### src/rtl/freq_step_ctrl.sv
// freq_step_ctrl: debounced +/- buttons driving a saturating phase-step word.
// Define AUTOREPEAT_EN for hold-to-repeat (IDLE/DELAY/REPEAT); otherwise one step per press (IDLE/HELD).
module freq_step_ctrl #(
   parameter int STEP_W          = 8,
   parameter int STEP_MIN        = 1,
   parameter int STEP_MAX        = 255,
   parameter int STEP_INIT       = 16,
   parameter int DEBOUNCE_CYCLES = 1_000_000,
   parameter int REPEAT_DELAY    = 25_000_000,
   parameter int REPEAT_RATE     = 5_000_000
) (
   input  logic              sysclk,
   input  logic              reset,
   input  logic              Bt_Plus,
   input  logic              Bt_Minus,
   output logic [STEP_W-1:0] Step,
   output logic              Step_Valid,
   output logic              At_Limit
);
   localparam int DB_W = $clog2(DEBOUNCE_CYCLES + 1);
   localparam logic [STEP_W:0] MIN_X = (STEP_W+1)'(STEP_MIN);
   localparam logic [STEP_W:0] MAX_X = (STEP_W+1)'(STEP_MAX);

   if (STEP_MIN < 1 || STEP_MAX > 2**STEP_W - 1 || STEP_MIN > STEP_MAX || STEP_INIT < STEP_MIN ||
       STEP_INIT > STEP_MAX || DEBOUNCE_CYCLES < 1 || REPEAT_DELAY < 1 || REPEAT_RATE < 1) begin : g_bad_cfg
      $error("freq_step_ctrl: illegal parameter set");
   end

`ifdef AUTOREPEAT_EN
   typedef enum logic [1:0] {IDLE, DELAY, REPEAT} state_t;
   localparam int TM_W = $clog2((REPEAT_DELAY > REPEAT_RATE ? REPEAT_DELAY : REPEAT_RATE) + 1);
   logic [TM_W-1:0] tmr_q, tmr_d;
`else
   typedef enum logic {IDLE, HELD} state_t;
`endif

   state_t            state_q, state_d;
   logic [1:0]        sync1_q, sync2_q, db_q, db_d;
   logic [DB_W-1:0]   cnt_q [2];
   logic [DB_W-1:0]   cnt_d [2];
   logic [STEP_W-1:0] step_q, step_d;
   logic [STEP_W:0]   inc_x, dec_x, nxt_x;
   logic              valid_q, valid_d, dir_q, dir_d, apply, cmd_up, cmd_dn, act;

   // index 0 = Plus, 1 = Minus
   always_comb begin
      for (int i = 0; i < 2; i++) begin
         db_d[i]  = (sync2_q[i] != db_q[i] && cnt_q[i] == DB_W'(DEBOUNCE_CYCLES - 1)) ? sync2_q[i] : db_q[i];
         cnt_d[i] = (sync2_q[i] != db_q[i] && cnt_q[i] != DB_W'(DEBOUNCE_CYCLES - 1)) ? cnt_q[i] + DB_W'(1) : '0;
      end
   end

   assign cmd_up = db_q[0] & ~db_q[1];
   assign cmd_dn = db_q[1] & ~db_q[0];
   assign act    = dir_q ? cmd_up : cmd_dn;

   always_comb begin
      state_d = state_q;
      dir_d   = dir_q;
      apply   = 1'b0;
`ifdef AUTOREPEAT_EN
      tmr_d   = (state_q == IDLE) ? '0 : tmr_q + TM_W'(1);
`endif
      case (state_q)
         IDLE: if (cmd_up | cmd_dn) begin
            apply   = 1'b1;
            dir_d   = cmd_up;
`ifdef AUTOREPEAT_EN
            state_d = DELAY;
`else
            state_d = HELD;
`endif
         end
`ifdef AUTOREPEAT_EN
         DELAY: if (!act) state_d = IDLE;
         else if (tmr_q == TM_W'(REPEAT_DELAY - 1)) begin
            apply   = 1'b1;
            tmr_d   = '0;
            state_d = REPEAT;
         end
         REPEAT: if (!act) state_d = IDLE;
         else if (tmr_q == TM_W'(REPEAT_RATE - 1)) begin
            apply = 1'b1;
            tmr_d = '0;
         end
`else
         HELD: if (!act) state_d = IDLE;
`endif
         default: state_d = IDLE;
      endcase
   end

   // one spare bit keeps both saturation checks free of wrap-around
   assign inc_x   = {1'b0, step_q} + (STEP_W+1)'(1);
   assign dec_x   = {1'b0, step_q} - (STEP_W+1)'(1);
   assign nxt_x   = dir_d ? ((inc_x > MAX_X) ? MAX_X : inc_x)
                          : ((dec_x[STEP_W] || dec_x < MIN_X) ? MIN_X : dec_x);
   assign step_d  = apply ? nxt_x[STEP_W-1:0] : step_q;
   assign valid_d = apply && (nxt_x[STEP_W-1:0] != step_q);

   always_ff @(posedge sysclk) begin
      if (reset) begin
         sync1_q <= '0;
         sync2_q <= '0;
         db_q    <= '0;
         cnt_q   <= '{default: '0};
         state_q <= IDLE;
         dir_q   <= 1'b0;
         step_q  <= STEP_W'(STEP_INIT);
         valid_q <= 1'b0;
`ifdef AUTOREPEAT_EN
         tmr_q   <= '0;
`endif
      end else begin
         sync1_q <= {Bt_Minus, Bt_Plus};
         sync2_q <= sync1_q;
         db_q    <= db_d;
         cnt_q   <= cnt_d;
         state_q <= state_d;
         dir_q   <= dir_d;
         step_q  <= step_d;
         valid_q <= valid_d;
`ifdef AUTOREPEAT_EN
         tmr_q   <= tmr_d;
`endif
      end
   end

   assign Step       = step_q;
   assign Step_Valid = valid_q;
   assign At_Limit   = (step_q == STEP_W'(STEP_MIN)) || (step_q == STEP_W'(STEP_MAX));
endmodule
### config.mk
export PLATFORM = sky130hd
export DESIGN_NAME = freq_step_ctrl
export DESIGN_NICKNAME = d
export VERILOG_FILES = /design/src/rtl/freq_step_ctrl.sv
export SDC_FILE = /design/constraint.sdc
export NUM_CORES = 1
export LEC_CHECK = 0
export BUFFER_PORTS_ARGS = -buffer_cell sky130_fd_sc_hd__buf_2
export CAP_MARGIN = 20
export CORE_ASPECT_RATIO = 0.75
export CORE_MARGIN = 2
export CORE_UTILIZATION = 50
export DETAILED_ROUTE_END_ITERATION = 8
export GPL_ROUTABILITY_DRIVEN = 0
export PLACE_DENSITY = 0.74
export SYNTH_ARGS = -nofsm -noshare
export SYNTH_HDL_FRONTEND = slang
export SYNTH_SLANG_ARGS = --single-unit
### constraint.sdc
create_clock -name sysclk -period 2.6 [get_ports sysclk]
set_input_delay 0 -clock sysclk [delete_from_list [all_inputs] [get_ports sysclk]]
set_output_delay 0 -clock sysclk [all_outputs]
set_load 0.01 [all_outputs]
==> impl_metrics.tcl <==
set metrics [dict create \
    clock-sinks 57 \
    vias_per_cell 5.682 \
    clk_latency_ns 0.35 \
    drv_slew 0 \
    hold_path_end "db_q[1]" \
    syn_nets 375 \
    hold_buffers 2 \
    fin_tns_setup_ns 0 \
    synth-seq-area-share 0.3786 \
    die_width_um 93.66 \
    dpl_cell_area_um2 3173 \
    reg2reg_slack_ns 0.34 \
    yosys.area.top_type_share 0.3786 \
    wirelength_mm 6.568 \
    ctsResizeCount 0 \
    antenna_found_initial 0 \
    crit_path_end_kind "flip-flop" \
    synth-edff-count 0 \
    n_fill_cell 545 \
    cts_max_level 3 \
    synth.area.top_cells "dfxtp_1, nor2_1, xnor2_1" \
    core_area_um2 5826 \
    synthCells 363 \
    hold_depth 2 \
    fin_ws_ns 0.3387 \
    grtUsageTotal 0.2127 \
    final_core_util 0.5859 \
    antenna_cells 0 \
    pre_cts_slack_ns 0.3418 \
    portBuffers 13 \
    report.final.setup_viol 0 \
    grt_max_degree 21 \
    grt_pass1_wl_mm 11.12 \
    ios 14 \
    ant_nets 0 \
    post-route-min-period_ns 2.261 \
    fin_crit_sh 0.8697 \
    drtPass1Iterations 4 \
    dpl.hpwl_mm 4.449 \
    wl_per_cell_um 14.22 \
    timing.rr.start "Step[0]" \
    ys_warn_count 0 \
    final_nets 391 \
    syn-mean-instance-area_um2 8.303 \
    postCtsSetupRepairBufs 0 \
    arrival_ns 2.50 \
    cap_violations 0 \
    netlist_area_um2 3014 \
    rows 24 \
    start_kind "flip-flop" \
    worstPathRequired_ns 2.84 \
    ys_ff_latch 57 \
    worstPathMaxFanout 7 \
    status "finished, final reports clean" \
    rr_endpoint "Step[4]" \
    drive_gt1_frac 0.1302 \
    via_count 2625 \
    final_common_cell "nor2_1" \
    ys_async_sr_fraction 0 \
    drt_iter0_drc 136 \
    initial_core_util 0.5174 \
    clockRootBuffer "clkbuf_8" \
    grt_pass1_vias 2386 \
    die_y_um 71.24 \
    cts_made_buffers 9 \
    skew_ns 0.009170 \
    cellLeakagePower_nw 1.156 \
    reg2reg_depth 7 \
    clk_path_buf_depth 2 \
    rsz0062_at_grt "no" \
    min_from "reset" \
    synth_top_cell_by_area "dfxtp_1" \
    ys.flop_type "dfxtp_1" \
    hold_viol_final 0 \
    yosys.cell_types.count 53 \
    hold_path_class "in2reg" \
    fmax_ghz 0.4422 \
    grt.overflow.total 0 \
    cts_tree "yes" \
    cts.clk_slew.worst_paths_ns 0.07 \
    vdd_drop_max_uv 262.1 \
    p_per_area_nw_per_um2 537.8 \
    fin_area_um2 3413 \
    critPathKind "reg2reg" \
    drcViolationCount 0 \
    dieArea_um2 6672 \
    syn_to_final_growth_pct 13.24 \
    worst_pin_slew_ns 0.6438 \
    layout_common_cells "nor2_1, dfxtp_1, nand3_1, xnor2_1, xor2_1" \
    slew_headroom 0.5708 \
]
[cells in the mapped netlist, drive strengths merged, types with 4 or more instances]
master   n
and4     5
inv     14
nand3   25
a21oi    7
nor2    60
o21ai    8
xnor2   25
ha       8
nand4   15
xor2    17
mux2i    5
dfxtp   57
or2      4
and3    11
nor2b    5
or3      4
clkbuf  17
nand2   14
nor4     8
nor3    14
[cells by family after synthesis]
kind of cell | share of synthesized area
AO/OA/AOI/OAI | 0.09548
multiplexers | 0.02034
flip-flops | 0.3786
adder cells (fa/ha/maj) | 0.03321
AND/OR/NAND/NOR | 0.3043
buffers and inverters | 0.04358
XOR/XNOR | 0.1245
[worst max-delay path, cell delays in order (launching register included)]
cell and delay [ns]:
dfxtp_1 0.31, inv_1 0.12, ha_1 0.18, or3b_4 0.41, o31a_1 0.29, nor4_4 0.43, o21ai_1 0.10, a221o_1 0.33
[flip-flops by register name, indices dropped and copies added, names as in the netlist]
signal and cells:
state_q 1, cnt_q 40, Step 8, sync2_q 2
db_q 2, Step_Valid 1, sync1_q 2, dir_q 1
[worst max path at each step]
stage / from / endpoint / cells after the start
detailed placement: Step[0] / Step[4] / 7
global placement: Step[0] / Step[4] / 7
finish: Step[0] / Step[4] / 7
floorplan: Step[0] / Step[4] / 8
CTS: Step[0] / Step[4] / 7
global route: Step[0] / Step[4] / 7
[per-layer routing]
layer / wire length [µm] / vias to the layer above / part of all wire / GRT usage
li1: - / 1310 / - / -
met1: 3153 / 1232 / 0.48 / 0.2860
met2: 2846 / 74 / 0.43 / 0.3205
met3: 483 / 9 / 0.074 / 0.06835
met4: 84 / 0 / 0.013 / 0.08374
met5: 0 / - / 0 / 0
[cell type report]
type,instances,area [µm²],area share
Timing Repair Buffer,25,160.2,0.04692
Clock inverter,5,78.83,0.02309
Tap cell,78,97.59,0.02859
Sequential cell,57,1141,0.3343
Multi-Input combinational cell,272,1742,0.5103
Inverter,14,52.55,0.01540
Clock buffer,11,141.4,0.04142
[power by group]
part	internal, mW	total [mW]	switching [mW]
combinational	0.00758	0.0196	0.0120
clock	0.564	0.937	0.373
sequential	0.877	0.879	0.00261
[metrics by stage]
stage	cells	total power, mW	hold slack [ns]
after detailed placement	444	0.9166	0.2162
after global routing	462	1.893	0.03368
after floorplan	363	0.9096	0.07161
final	462	1.836	0.01329
after CTS	462	1.853	0.009488
after global placement	444	0.9164	0.2220
No activity file was read; power rests on OpenSTA's default activity.
